$ cat config.mk
export PLATFORM = sky130hd
export DESIGN_NAME = maxpool_engine
export DESIGN_NICKNAME = d
export VERILOG_FILES = /design/src/rtl/maxpool_engine.sv
export SDC_FILE = /design/constraint.sdc
export NUM_CORES = 1
export LEC_CHECK = 0
export CORE_ASPECT_RATIO = 1.5
export CORE_MARGIN = 3
export CORE_UTILIZATION = 30
export DETAILED_ROUTE_END_ITERATION = 12
export GPL_ROUTABILITY_DRIVEN = 0
export RECOVER_POWER = 50
export SYNTH_ARGS = -nofsm -noshare
export SYNTH_HDL_FRONTEND = slang
export SYNTH_SLANG_ARGS = --single-unit
$ cat constraint.sdc
create_clock -name clk -period 6.7 [get_ports clk]
set_input_delay 0.67 -clock clk [delete_from_list [all_inputs] [get_ports clk]]
set_output_delay 0.67 -clock clk [all_outputs]
set_load 0.01 [all_outputs]
$ cat src/rtl/maxpool_engine.sv
// maxpool_engine: sequential 2x2 stride-2 max-pool over one feature map.
// Reads four elements per window from a synchronous-read buffer and writes
// one pooled element per window in raster order.
// Optional build macro: MAXPOOL_RELU_EN (fused ReLU on the written value).
//
// state   | meaning
// --------+----------------------------------------------
// S_IDLE  | waiting for maxp_run
// S_RD0   | read window element (dy,dx)=(0,0)
// S_RD1   | read (0,1); load acc with the (0,0) data
// S_RD2   | read (1,0); acc = max(acc, (0,1) data)
// S_RD3   | read (1,1); acc = max(acc, (1,0) data)
// S_WR    | write max(acc, (1,1) data); advance ox/oy
// S_DONE  | one-cycle maxp_done pulse
module maxpool_engine #(
  parameter int DATA_W = 32,
  parameter int IMG_W  = 32,
  parameter int IMG_H  = 32,
  parameter int ADDR_W = 10
) (
  input  logic              clk,
  input  logic              rst_n,
  input  logic              maxp_run,
  output logic              maxp_done,
  output logic              busy,
  output logic              rd_en,
  output logic [ADDR_W-1:0] rd_addr,
  input  logic [DATA_W-1:0] rd_data,
  output logic              wr_en,
  output logic [ADDR_W-1:0] wr_addr,
  output logic [DATA_W-1:0] wr_data
);

  localparam int OW = IMG_W / 2;
  localparam int OH = IMG_H / 2;
  localparam logic [ADDR_W-1:0] OW_A  = ADDR_W'(OW);
  localparam logic [ADDR_W-1:0] OW_M1 = ADDR_W'(OW - 1);
  localparam logic [ADDR_W-1:0] OH_M1 = ADDR_W'(OH - 1);
  localparam logic [ADDR_W-1:0] IW_A  = ADDR_W'(IMG_W);

  typedef enum logic [2:0] {
    S_IDLE, S_RD0, S_RD1, S_RD2, S_RD3, S_WR, S_DONE
  } state_t;

  state_t                   state_q, state_d;
  logic [ADDR_W-1:0]        ox_q, ox_d, oy_q, oy_d;
  logic signed [DATA_W-1:0] acc_q, acc_d;

  logic              busy_q, busy_d;
  logic              rd_en_q, rd_en_d;
  logic [ADDR_W-1:0] rd_addr_q, rd_addr_d;
  logic              wr_en_q, wr_en_d;
  logic [ADDR_W-1:0] wr_addr_q, wr_addr_d;
  logic              done_q, done_d;

  logic signed [DATA_W-1:0] rd_s, max_s;
  logic                     last_win;
  logic [ADDR_W-1:0]        dy, dx;

  assign rd_s     = $signed(rd_data);
  assign max_s    = (rd_s > acc_q) ? rd_s : acc_q;
  assign last_win = (ox_q == OW_M1) && (oy_q == OH_M1);

  // Next state, window counters and running maximum.
  always_comb begin
    state_d = state_q;
    ox_d    = ox_q;
    oy_d    = oy_q;
    acc_d   = acc_q;
    case (state_q)
      S_IDLE: begin
        if (maxp_run) begin
          state_d = S_RD0;
          ox_d    = '0;
          oy_d    = '0;
        end
      end
      S_RD0: state_d = S_RD1;
      S_RD1: begin
        state_d = S_RD2;
        acc_d   = rd_s;
      end
      S_RD2: begin
        state_d = S_RD3;
        acc_d   = max_s;
      end
      S_RD3: begin
        state_d = S_WR;
        acc_d   = max_s;
      end
      S_WR: begin
        if (last_win) begin
          state_d = S_DONE;
        end else begin
          state_d = S_RD0;
          if (ox_q == OW_M1) begin
            ox_d = '0;
            oy_d = oy_q + 1'b1;
          end else begin
            ox_d = ox_q + 1'b1;
          end
        end
      end
      S_DONE:  state_d = S_IDLE;
      default: state_d = S_IDLE;
    endcase
  end

  // Output values for the upcoming state, so every strobe/address is a flop.
  always_comb begin
    dy = '0;
    dx = '0;
    case (state_d)
      S_RD1:   dx = 1'b1;
      S_RD2:   dy = 1'b1;
      S_RD3: begin
        dy = 1'b1;
        dx = 1'b1;
      end
      default: ;
    endcase
    busy_d    = (state_d != S_IDLE);
    rd_en_d   = state_d inside {S_RD0, S_RD1, S_RD2, S_RD3};
    rd_addr_d = rd_en_d ? ((oy_d + oy_d + dy) * IW_A + ox_d + ox_d + dx) : '0;
    wr_en_d   = (state_d == S_WR);
    wr_addr_d = wr_en_d ? (oy_d * OW_A + ox_d) : '0;
    done_d    = (state_d == S_DONE);
  end

  // Pooled value uses the fourth read directly; zero outside WR.
  always_comb begin
    wr_data = '0;
    if (state_q == S_WR) begin
`ifdef MAXPOOL_RELU_EN
      wr_data = max_s[DATA_W-1] ? '0 : max_s;
`else
      wr_data = max_s;
`endif
    end
  end

  // State, counters, accumulator and registered outputs.
  always_ff @(posedge clk or negedge rst_n) begin
    if (!rst_n) begin
      state_q   <= S_IDLE;
      ox_q      <= '0;
      oy_q      <= '0;
      acc_q     <= '0;
      busy_q    <= 1'b0;
      rd_en_q   <= 1'b0;
      rd_addr_q <= '0;
      wr_en_q   <= 1'b0;
      wr_addr_q <= '0;
      done_q    <= 1'b0;
    end else begin
      state_q   <= state_d;
      ox_q      <= ox_d;
      oy_q      <= oy_d;
      acc_q     <= acc_d;
      busy_q    <= busy_d;
      rd_en_q   <= rd_en_d;
      rd_addr_q <= rd_addr_d;
      wr_en_q   <= wr_en_d;
      wr_addr_q <= wr_addr_d;
      done_q    <= done_d;
    end
  end

  assign busy      = busy_q;
  assign rd_en     = rd_en_q;
  assign rd_addr   = rd_addr_q;
  assign wr_en     = wr_en_q;
  assign wr_addr   = wr_addr_q;
  assign maxp_done = done_q;

endmodule

---- Yosys cells after proc, flatten, opt, wreduce, memory -nomap -nowiden ----
Index checks and enable logic that the tools add are counted.
storage, ports and cells
  register bits ........................... 79
  memories ................................ 0
  latch bits .............................. 0
  word-level logic and storage cells ...... 58
  output and inout bits ................... 56
  ROM bits ................................ 0
  input bits .............................. 35
  memory bits (writable) .................. 0
operators by class
  reductions and logical operators ........ 8
  order comparisons ....................... 1
  add/subtract/negate cells ............... 8
  divide/modulo/power cells ............... 0
  equal/unequal tests ..................... 13
  muxes and demuxes ....................... 18
  $mul .................................... 0
  bitwise operators ....................... 0
  shift operators ......................... 0
operator list
  kind                                            number
  two-way mux 10 bit                              8
  two-way mux 32 bit                              2
  case mux 32 bit (2 select lines)                1
  adder 10 bit                                    4
  case mux 10 bit (2 select lines)                2
  > comparator 32 bit                             1
  adder 10 x 1 -> 10 bit, second input constant   2
  == test 10 x 4 -> 1 bit, second input constant  2
  case mux 3 bit (6 select lines)                 1
  == test 3 bit, second input constant            5
  == test 3 x 2 -> 1 bit, second input constant   4
  adder 5 bit                                     2
  == test 3 x 1 -> 1 bit, second input constant   2
  two-way mux 3 bit                               2
  OR reduction 2 bit                              3
  nonzero test 4 bit                              1
  logical NOT 3 bit                               1
  nonzero test 3 bit                              1
  two-way mux 1 bit                               2
  nonzero test 2 bit                              1
  logical AND 1 bit                               1

---- Depth between registers and ports, before layout ----
  depth in word-level cells ............... 12
  depth in mapped cells ................... 15
  mapped depth without buffers ............ 15

---- Worst setup path after synthesis ----
Ideal clock, no wire load.
  kind .................................... input to output
  start ................................... input rd_data[14]
  end ..................................... output wr_data[10]
  data arrival time ....................... 2.858 ns
  data required time ...................... 6.030 ns
  slack ................................... 3.172 ns
  stages on the path ...................... 10
  path buffers ............................ 1
  cells stage by stage .................... ha_1 > a21oi_1 > nand2_1 > a221o_1 > o31ai_1 > nand3_1 > a32oi_2 > buf_2 > mux2i_1 > nor2_1
on the way
  longest elaborated chain between the ends .. 3
ends and longest elaborated chain
  item                 line  source
  from (decl)          28    input logic [DATA_W-1:0] rd_data,
  > comparator 32 bit  61    assign max_s = (rd_s > acc_q) ? rd_s : acc_q;
  two-way mux 32 bit   61
  two-way mux 32 bit   133   if (state_q == S_WR) begin
  to (decl)            31    output logic [DATA_W-1:0] wr_data
Every way passes these cells.

---- Final worst setup path ----
  start ................................... input rd_data[7]
  end ..................................... output wr_data[14]
The elaborated chain is that of the path after synthesis.

==> summary.txt <==
Outcome
  • Outcome: finished with violations
  • Violations in the final reports: capacitance limit, slew limit

Drt
  • Vias per inst: 4.87
  • Met3 layer wire length in the routed design: 444 µm
  • First DRT Iteration DRCs: 157
  • Final routed wirelength across all metal layers: 11.6 mm
  • Top routing layer in use: met4
  • Routed wire per std cell: between 10 and 15 µm
  • Post-detailed-route count of antenna-violating nets: 0
  • DRC viols: 0
  • Routed met1 length: 4.53 mm
  • Vias: about 3800
  • Met2 routed WL: 6.47 mm
  • Drt pass-1 iters: 4

Worst setup path
  • Worst path arrival time: 4.60 ns
  • Setup crit start: rd_data[7]
  • Critical register-to-register path endpoint: wr_addr[9]
  • CP Data Required Time: 6.03 ns
  • Crit path kind: in -> out
  • Register-to-Register Path Depth: 13
  • Critical Path Fanout Max: 24
  • Launch point of the worst reg-to-reg path: oy_q[5]
  • Flop2flop setup slack: 2.60 ns
  • Critical path launch point type: input pin
  • CP Capture Type: primary output

Timing
  • Max-slew headroom at the worst pin: -187%
  • Layout Skew: 0.0111 ns
  • Unrepaired setup endpoints after global routing: no
  • Final cycle utilization of the critical path: 78.6%
  • Crit path time final: roughly 5.3 ns
  • Final Setup Violations: 0
  • Hold Violations, Final: 0
  • Setup TNS after final layout: 0 ns
  • Max Clock Freq: 190 MHz
  • Slew at the pin closest to its max-slew limit: 4.31 ns
  • Count of pins over their slew limit: 80

Worst hold path
  • Hold Path Depth: 1
  • Origin of the worst min-delay path: acc_q[5]
  • Hold-critical path endpoint: acc_q[5]
  • Type of the worst min-delay path: reg -> reg

Clocking
  • Clock insertion delay at the later pin of the skew report: 0.33 ns
  • Number of clock sinks: 79
  • Number of buffers on the longest clock path: 2
  • Hold buffer count at CTS: 0
  • H-tree depth: 3
  • Clock transition at the registers of the reported paths: 0.06 ns
  • CTS buffer count: 9
  • Post-CTS sizing: 0
  • Number of setup buffers added after CTS: 0
  • Master cell of the clock root buffer: sky130_fd_sc_hd__clkbuf_16
  • CTS tree: built

Final layout
  • Area Growth Syn to Fin: 29.4%
  • Net total in the final layout: 651
  • Layout fillers: 1496
  • Non-filler cells in the finished layout: 775
  • Number of antenna cells inserted: 0
  • Share of layout cells above drive strength 1: 5.21%

Power and ir drop
  • Combinational share of power: 46.5%
  • Power density of the placed cells: between 300 and 400 mW/mm²
  • Peak ir drop on the vdd network: 0.230 mV
  • Leak pwr: 2.97 nW
  • Pint: between 1 and 1.5 mW
  • Power share of the clock group: 21.5%
  • Sequential fraction of design power: 32.0%
  • Switching pwr: ~0.85 mW
  • Switching portion of total power: 37.7%

Synthesis
  • Avg Synthesized Cell Area: between 9 and 10 µm²
  • Warnings from Yosys: 0
  • Synthesized cell area: 0.00478 mm²
  • Post-synthesis sequential area ratio: 41.4%
  • Number of distinct library cell variants in the gate-level netlist after synthesis: 49
  • Flops & latches, synth: between 70 and 80
  • Gate count of the mapped netlist: 481
  • Area contributors post-synth: sky130_fd_sc_hd__dfrtp_1, sky130_fd_sc_hd__ha_1, sky130_fd_sc_hd__mux2_1
  • EDFF count, synth: 0
  • Post-synth top area cell: sky130_fd_sc_hd__dfrtp_1
  • Total nets after synthesis: 561
  • Share of flip-flops with an asynchronous set or reset after synthesis: between 90% and 100%
  • Commonest register cell after synthesis: sky130_fd_sc_hd__dfrtp_1
  • Share of the synthesized area in the top cell type: 41.4%

GRT
  • First-pass GRT wire length: just under 20 mm
  • Largest net degree at the start of global routing: 80
  • Grt total ovfl: 0
  • Global Route Usage Sum: 14.0%
  • Initial antenna violation count: 0
  • Number of global-route vias before repair: around 4000

Job
  • Number of violations of the max-capacitance limit: 1

Placed design
  • Count of buffers inserted at the top-level ports: 90
  • HPWL after DPL: 8.85 mm
  • Instance count after placement with tap cells included: 759

Floorplanning
  • Initial Util: 31.1%
  • Area of the placeable core: 0.0153 mm²
  • Number of top-level pins: 91
  • Die area: between 0.015 and 0.02 mm²
  • Row count: 55
  • Horizontal die dimension: between 100 and 150 µm
  • Die outline height: between 150 and 200 µm
[flip-flops by register name (all words and copies together) (netlist names)]
| register | cells |
|---|---|
| ox_q | 10 |
| acc_q | 32 |
| state_q | 3 |
| wr_en | 1 |
| rd_addr | 10 |
| busy | 1 |
| wr_addr | 10 |
| rd_en | 1 |
| oy_q | 10 |
| maxp_done | 1 |
[placed cells by master (no fill, tap or decap), drive strengths merged, types with 2 or more instances in the layout]
master	n
and3	2
a221o	2
nand2b	2
buf	2
nor2b	5
or3	2
nand2	24
fa	2
mux2i	33
clkinv	2
nor4	4
dlygate4sd3	24
xnor2	8
and2	6
a22o	3
nor3	8
nand3	14
or4	3
clkbuf	12
ha	43
dfrtp	79
mux2	32
o31ai	5
o22ai	2
nand4	9
or2	2
a21oi	26
o21ai	17
clkdlybuf4s50	65
nor2	65
xor2	5
a21o	8
inv	48
[cell usage after synthesis (2+ instances only)]
master	instances
sky130_fd_sc_hd__a21o_1	8
sky130_fd_sc_hd__a21oi_1	24
sky130_fd_sc_hd__a21oi_2	2
sky130_fd_sc_hd__a221o_1	2
sky130_fd_sc_hd__a22o_1	3
sky130_fd_sc_hd__and2_1	6
sky130_fd_sc_hd__and3_1	2
sky130_fd_sc_hd__buf_2	6
sky130_fd_sc_hd__clkbuf_1	7
sky130_fd_sc_hd__dfrtp_1	79
sky130_fd_sc_hd__fa_1	2
sky130_fd_sc_hd__ha_1	43
sky130_fd_sc_hd__inv_1	47
sky130_fd_sc_hd__mux2_1	30
sky130_fd_sc_hd__mux2_2	2
sky130_fd_sc_hd__mux2i_1	33
sky130_fd_sc_hd__nand2_1	23
sky130_fd_sc_hd__nand2b_1	2
sky130_fd_sc_hd__nand3_1	14
sky130_fd_sc_hd__nand4_1	9
sky130_fd_sc_hd__nor2_1	65
sky130_fd_sc_hd__nor2b_1	5
sky130_fd_sc_hd__nor3_1	6
sky130_fd_sc_hd__nor3_2	2
sky130_fd_sc_hd__nor4_1	3
sky130_fd_sc_hd__o21ai_0	12
sky130_fd_sc_hd__o21ai_1	4
sky130_fd_sc_hd__o22ai_1	2
sky130_fd_sc_hd__o31ai_1	4
sky130_fd_sc_hd__or2_2	2
sky130_fd_sc_hd__or3_1	2
sky130_fd_sc_hd__or4_4	2
sky130_fd_sc_hd__xnor2_1	8
sky130_fd_sc_hd__xor2_1	5
[cells by family after synthesis]
family	Yosys count	share of synthesized area, %
fa+ha+maj	45	12.1
buf+inv	60	4.87
compound gates	72	10.2
xor+xnor	13	2.38
flops	79	41.4
mux	65	14.5
simple gates	147	14.7
[worst max-delay path by stage]
stage	endpoint	slack, ns	cells past startpoint
2_1_floorplan	wr_data[10]	3.17	10
3_3_place_gp	wr_data[28]	1.40	12
3_5_place_dp	wr_data[12]	1.35	12
4_1_cts	wr_data[12]	1.34	12
5_1_grt	wr_data[14]	1.14	12
6_report	wr_data[14]	1.43	12
[metrics by stage]
step | util, % | hold WS (ns) | worst slack, ns | power [mW] | cell area, µm²
2_1_floorplan | - | 0.374 | 3.17 | 1.48 | 4780
3_3_place_gp | 38.5 | 0.502 | 1.40 | 1.77 | 5900
3_5_place_dp | 38.5 | 0.509 | 1.35 | 1.81 | 5900
4_1_cts | 40.4 | 0.524 | 1.34 | 2.31 | 6190
5_1_grt | 40.3 | 0.554 | 1.14 | 2.45 | 6180
6_report | 40.3 | 0.521 | 1.43 | 2.25 | 6180
[worst max-delay path, stage by stage]
cell and delay (ns):
sky130_fd_sc_hd__clkdlybuf4s50_1 0.46, sky130_fd_sc_hd__ha_1 0.35, sky130_fd_sc_hd__a21oi_1 0.14, sky130_fd_sc_hd__o21ai_0 0.11, sky130_fd_sc_hd__a221o_1 0.30, sky130_fd_sc_hd__o31ai_1 0.53
sky130_fd_sc_hd__nand3_1 0.22, sky130_fd_sc_hd__a32oi_4 0.51, sky130_fd_sc_hd__buf_4 0.48, sky130_fd_sc_hd__mux2i_1 0.14, sky130_fd_sc_hd__nor2_1 0.13, sky130_fd_sc_hd__clkdlybuf4s50_1 0.55
[routing by layer]
layer / vias to the layer above / track usage (%)
li1: 1852 / -
met1: 1837 / 15.2
met2: 71 / 26.6
met3: 12 / 2.73
met4: 0 / 3.85
met5: - / 0
[cell type report]
class | count | area, µm² | share of cell area [%]
clock inverters | 5 | 56.3 | 0.911
well taps | 199 | 249 | 4.03
clock buffers | 11 | 233 | 3.76
flip-flops and latches | 79 | 1980 | 32.0
inverters | 47 | 176 | 2.85
repair buffers | 92 | 910 | 14.7
multi-input cells | 342 | 2580 | 41.8
[power groups by stage]
| stage | registers [mW] | logic (mW) | clock network (mW) |
|---|---|---|---|
| 2_1_floorplan | 0.701 | 0.779 | 0 |
| 3_3_place_gp | 0.728 | 1.04 | 0 |
| 3_5_place_dp | 0.733 | 1.08 | 0 |
| 4_1_cts | 0.725 | 1.08 | 0.502 |
| 5_1_grt | 0.746 | 1.18 | 0.523 |
| 6_report | 0.722 | 1.05 | 0.484 |
No activity file was read; power rests on OpenSTA's default activity.
